$ cat config.mk
export PLATFORM = sky130hd
export DESIGN_NAME = mem_arbiter
export DESIGN_NICKNAME = d
export VERILOG_FILES = /design/src/rtl/mem_arbiter.sv
export SDC_FILE = /design/constraint.sdc
export NUM_CORES = 1
export LEC_CHECK = 0
export BUFFER_PORTS_ARGS = -buffer_cell sky130_fd_sc_hd__buf_2
export CORE_MARGIN = 8
export CORE_UTILIZATION = 47
export CTS_CLUSTER_DIAMETER = 50
export DETAILED_ROUTE_END_ITERATION = 16
export HOLD_SLACK_MARGIN = 0.12
export PLACE_DENSITY = 0.94
export SLEW_MARGIN = 20
export SYNTH_ARGS = -nofsm -noshare
export SYNTH_HDL_FRONTEND = slang
export SYNTH_SLANG_ARGS = --single-unit
$ cat constraint.sdc
create_clock -name clk -period 4.6 [get_ports clk]
set_input_delay 0.92 -clock clk [delete_from_list [all_inputs] [get_ports clk]]
set_output_delay 0.92 -clock clk [all_outputs]
set_load 0.1 [all_outputs]
$ cat src/rtl/mem_arbiter.sv
// Shares one single-port memory between instruction fetch and data ports; data wins ties.
// Optional fetch anti-starvation counter is enabled by MEM_ARBITER_STARVE_GUARD_EN.
module mem_arbiter #(
  parameter int ADDR_W   = 20,
  parameter int MAX_WAIT = 4
) (
  input  logic              clk,
  input  logic              rst,
  input  logic              if_req_i,
  input  logic [ADDR_W-1:0] if_addr_i,
  output logic              if_gnt_o,
  output logic              if_rvalid_o,
  output logic [31:0]       if_rdata_o,
  input  logic              dm_req_i,
  input  logic              dm_we_i,
  input  logic [ADDR_W-1:0] dm_addr_i,
  input  logic [31:0]       dm_wdata_i,
  output logic              dm_gnt_o,
  output logic              dm_rvalid_o,
  output logic [31:0]       dm_rdata_o,
  output logic              mem_en_o,
  output logic              mem_we_o,
  output logic [ADDR_W-1:0] mem_addr_o,
  output logic [31:0]       mem_wdata_o,
  input  logic [31:0]       mem_rdata_i,
  output logic              stall_o
);

  typedef enum logic [1:0] {IDLE, RESP_IF, RESP_DM} state_t;

  state_t      state;
  logic [31:0] if_rdata_q;
  logic [31:0] dm_rdata_q;
  logic        force_if;

`ifdef MEM_ARBITER_STARVE_GUARD_EN
  localparam int CW = $clog2(MAX_WAIT + 1);
  logic [CW-1:0] wait_cnt;

  assign force_if = (wait_cnt == CW'(MAX_WAIT));

  always_ff @(posedge clk) begin
    if (rst) begin
      wait_cnt <= '0;
    end else if (if_gnt_o) begin
      wait_cnt <= '0;
    end else if (if_req_i && (wait_cnt != CW'(MAX_WAIT))) begin
      wait_cnt <= wait_cnt + CW'(1);
    end
  end
`else
  assign force_if = 1'b0;
`endif

  // Grants are masked during reset so nothing reaches the memory while rst is high.
  assign if_gnt_o    = ~rst & if_req_i & (~dm_req_i | force_if);
  assign dm_gnt_o    = ~rst & dm_req_i & ~if_gnt_o;
  assign stall_o     = ~rst & if_req_i & ~if_gnt_o;

  assign mem_en_o    = if_gnt_o | dm_gnt_o;
  assign mem_we_o    = dm_gnt_o & dm_we_i;
  assign mem_addr_o  = if_gnt_o ? if_addr_i : (dm_gnt_o ? dm_addr_i : '0);
  assign mem_wdata_o = dm_gnt_o ? dm_wdata_i : 32'h0;

  // A response state left over when reset arrives must not deliver data.
  assign if_rvalid_o = ~rst & (state == RESP_IF);
  assign dm_rvalid_o = ~rst & (state == RESP_DM);
  assign if_rdata_o  = if_rvalid_o ? mem_rdata_i : if_rdata_q;
  assign dm_rdata_o  = dm_rvalid_o ? mem_rdata_i : dm_rdata_q;

  always_ff @(posedge clk) begin
    if (rst) begin
      state      <= IDLE;
      if_rdata_q <= 32'h0;
      dm_rdata_q <= 32'h0;
    end else begin
      if (state == RESP_IF) if_rdata_q <= mem_rdata_i;
      if (state == RESP_DM) dm_rdata_q <= mem_rdata_i;
      if (if_gnt_o)                  state <= RESP_IF;
      else if (dm_gnt_o && !dm_we_i) state <= RESP_DM;
      else                           state <= IDLE;
    end
  end

endmodule
* Word level (Yosys, flattened, before mapping)
Cells that the tools add are included.
** Storage, ports and cells
- Bits in registers :: 66
- Output and inout bits :: 123
- Input port bits :: 109
** Operators by class
- Mux-type cells :: 7
- Reduce and logical (&&, ||, !) cells :: 3
- Bitwise gates (word level) :: 12
- Equal/unequal tests :: 2
** Operators with widths (count)
- $mux W32 :: 3
- $mux W20 :: 2
- $and A1 B1 Y1 :: 8
- $not A1 Y1 :: 3
- $eq A2 B1 Y1 const B :: 1
- $eq A2 B2 Y1 const B :: 1
- $mux W2 :: 1
- $reduce_or A2 Y1 :: 1
- $logic_and A1 B1 Y1 :: 1
- $logic_not A1 Y1 :: 1
- $mux W1 :: 1
- $or A1 B1 Y1 :: 1

* Depth between registers and ports, before layout
- Depth after elaboration :: 8
- Depth in mapped cells :: 5

* Worst setup path after synthesis
OpenSTA, ideal clock, no wires.
- Kind :: input to output
- Start :: in rst
- End :: out mem_addr_o[0]
- Path slack :: 0.975 ns
- Data arrival time :: 2.705 ns
- Data required time :: 3.680 ns
- Cell stages on the path :: 4
- Cell sequence :: buf_4 > buf_2 > buf_2 > nor2_1
** Between the ends
- Cells in the longest elaborated chain, start to end :: 7
- Elaborated cells on any way between the ends :: 8
- Classes of those cells :: mux (2); bitwise (6)
** Ends and longest elaborated chain
- from (decl) :: line 8 : input logic rst,
- $not A1 Y1 * :: line 56, 57
- $and A1 B1 Y1 (2 in series) :: line 56 : assign if_gnt_o = ~rst & if_req_i & (~dm_req_i | force_if);
- $not A1 Y1 :: line 57 : assign dm_gnt_o = ~rst & dm_req_i & ~if_gnt_o;
- $and A1 B1 Y1 :: line 57
- $mux W20 :: line 62 : assign mem_addr_o = if_gnt_o ? if_addr_i : (dm_gnt_o ? dm_addr_i : '0);
- $mux W20 * :: line 62
- to (decl) :: line 23 : output logic [ADDR_W-1:0] mem_addr_o,
Every way passes the cells marked *; elsewhere a longest branch is shown, timed or not.

* Worst setup path in the final report
- Start :: in dm_req_i
- End :: out mem_wdata_o[4]
** Between the ends
- Cells in the longest elaborated chain, start to end :: 5
- Elaborated cells on any way between the ends :: 6
- Classes of those cells :: mux (1); bitwise (5)
** Ends and longest elaborated chain
- from (decl) :: line 14 : input logic dm_req_i,
- $not A1 Y1 :: line 56
- $and A1 B1 Y1 :: line 56
- $not A1 Y1 :: line 57
- $and A1 B1 Y1 * :: line 57
- $mux W32 * :: line 63 : assign mem_wdata_o = dm_gnt_o ? dm_wdata_i : 32'h0;
- to (decl) :: line 24 : output logic [31:0] mem_wdata_o,
Marks and branches as above.

==> flow_metrics.tcl <==
set metrics [dict create \
    setup_viol 0 \
    layout_commonest_cell "buf_2" \
    netlist_area_um2 3892 \
    syn_area_per_cell_um2 8.689 \
    clk_pin_slew_worst_paths_ps 70 \
    grt_pass1_wl_mm 21.25 \
    first_pass_iters 4 \
    synth_xor_xnor_area_share 0 \
    ctsRootBufferMaster "clkbuf_8" \
    drt.antenna.violating_nets 0 \
    r2r_cells 4 \
    vias 3998 \
    muxShareOfSynthArea 0.2411 \
    hp-start "if_rdata_q[25]" \
    hold_viol_final 0 \
    grt_usage 0.2363 \
    pin_count 232 \
    synth-seq-cells 66 \
    start_util 0.4785 \
    slew_headroom 0.3769 \
    die_y_um 107.0 \
    ys_seq_area_frac 0.3394 \
    drt_iter0_drc 199 \
    path_class "in2out" \
    p_leak_nw 2.562 \
    wl_mm 14.21 \
    required_ps 3680 \
    dieArea_um2 11450 \
    clockBufferDepth 2 \
    core_um2 8134 \
    ir_drop_uv 175.4 \
    cts_tree "built" \
    grt_start_max_net_pins 39 \
    wl_per_cell_um 18.52 \
    cap_violations 0 \
    yosys_warnings 0 \
    min_period_ps 3761 \
    numCtsBuffers 9 \
    cp-startpoint "dm_req_i" \
    critPathLaunchType "input port" \
    place_congestion 0.9895 \
    syn_inst 448 \
    arrival_ps 2840 \
    postPlaceCellArea_um2 4941 \
    tns_ps 0 \
    rsz0062_at_grt "false" \
    finalCritPeriodShare 0.8176 \
    areaGrowthSynthToFinish_pct 32.24 \
    final_area_um2 5147 \
    reg2reg_to "if_rdata_q[31]" \
    cts_resized 0 \
    power_density_nw_per_um2 332.7 \
    internal_power_mw 1.013 \
    drive_above_1_share 0.4826 \
    cts_hold_buffers 0 \
    tightest_slew_ps 930.5 \
    hold_depth 2 \
    r2r_slack_ps 3080 \
    utilization 0.6328 \
    port_buffers 231 \
    globalRouteOverflowTotal 0 \
    syn_nets 557 \
    post-dp-hpwl_mm 11.08 \
    drc 0 \
    cts_setup_buffers 0 \
    via_per_inst 5.213 \
    finalPower_mw 1.712 \
    antenna_found_initial 1 \
    clock_skew_ps 4.628 \
    max_clock_freq_ghz 0.2659 \
    pwr-share-comb 0.361 \
    num-nets-final 766 \
    cts_sinks 66 \
    cp-endpoint "mem_wdata_o[4]" \
    die_x_um 107.0 \
    grt_pass1_vias 4073 \
    synth_cell_type_count 19 \
    rr_startpoint "state[1]" \
    htree_num_levels 3 \
    num_rows 33 \
    synthSimpleGateAreaFrac 0.2253 \
    slew_viol_final 0 \
    status "finished, final reports clean" \
    seq_power_share 0.350 \
    swShare 0.4087 \
    critPathMaxFanout 36 \
    p_clk_frac 0.288 \
    hp-class "reg2reg" \
    synth_top_family_by_area "multiplexers" \
    synth_compound_area_frac 0.1209 \
    p_switching_uw 699.8 \
    synthAdderAreaFrac 0 \
    final_cell_mix "231 x buf_2, 128 x nand2_1, 66 x dfxtp_1" \
    endpoint_kind "primary output" \
    clk_latency_ps 330 \
]
[sequential cells by signal, indices dropped and copies added (netlist names)]
name        cells
state           2
if_rdata_q     32
dm_rdata_q     32
[layout make-up]
class | count | area, um^2
fill | 714 | 2987
clock inverter | 2 | 35.03
multi-input combinational | 343 | 2287
antenna | 1 | 2.502
clock buffer | 13 | 168.9
tap | 105 | 131.4
timing repair buffer | 237 | 1201
sequential | 66 | 1321
[cell usage after synthesis]
cell | n | area (um^2)
mux2_4 | 58 | 870.8
mux2_2 | 6 | 67.56
nand2b_1 | 2 | 12.51
nor2_1 | 22 | 82.58
nand2_1 | 128 | 480.5
and2b_1 | 2 | 15.01
nor2b_2 | 1 | 8.760
buf_1 | 1 | 3.750
buf_12 | 6 | 120.1
dfxtp_1 | 66 | 1321
buf_4 | 1 | 7.510
a21oi_1 | 64 | 320.3
and2_1 | 34 | 212.7
a22oi_1 | 20 | 150.1
buf_6 | 2 | 22.52
nor2_8 | 2 | 40.04
nor2b_1 | 4 | 25.02
buf_2 | 18 | 90.09
clkbuf_1 | 11 | 41.29
[worst min-delay path by stage]
stage	slack, ps	to
after global placement	440	if_rdata_q[31]
after floorplan	430	dm_rdata_q[0]
after detailed placement	450	if_rdata_q[25]
after CTS	460	if_rdata_q[25]
after global routing	480	if_rdata_q[9]
final	460	if_rdata_q[25]
[metal layers]
layer,part of all wire,global-route usage,wire (um),vias up
li1,-,-,-,1899
met2,0.51,0.4223,7245,212
met4,0.060,0.1588,855,0
met5,0,0,0,-
met1,0.33,0.2207,4672,1846
met3,0.10,0.08938,1432,41
[stage by stage]
step           instances  setup WS (ps)  hold WS [ps]
6_report             767          839.2         455.4
3_5_place_dp         751          817.5         447.0
5_1_grt              767          693.0         479.0
4_1_cts              766          813.2         456.2
2_1_floorplan        448          975.2         433.8
3_3_place_gp         751          896.1         439.2
[power groups by stage]
stage	clock network (mW)	logic [mW]	registers, mW
3_5_place_dp	0	0.619	0.613
2_1_floorplan	0	0.499	0.610
5_1_grt	0.539	0.641	0.602
4_1_cts	0.507	0.620	0.600
6_report	0.493	0.619	0.600
3_3_place_gp	0	0.612	0.611
[critical path, stage by stage]
cell and delay [ps]:
buf_2 330, nor2b_2 840, and2_1 270, buf_2 460
[cell families (layout without fill, tap and decap cells)]
logic type	count (synthesis)	after routing
flip-flops	66	66
AO/OA/AOI/OAI	84	84
other	0	1
buffers and inverters	39	252
multiplexers	64	64
AND/OR/NAND/NOR	195	195
Power figures use the tool's default switching activity.
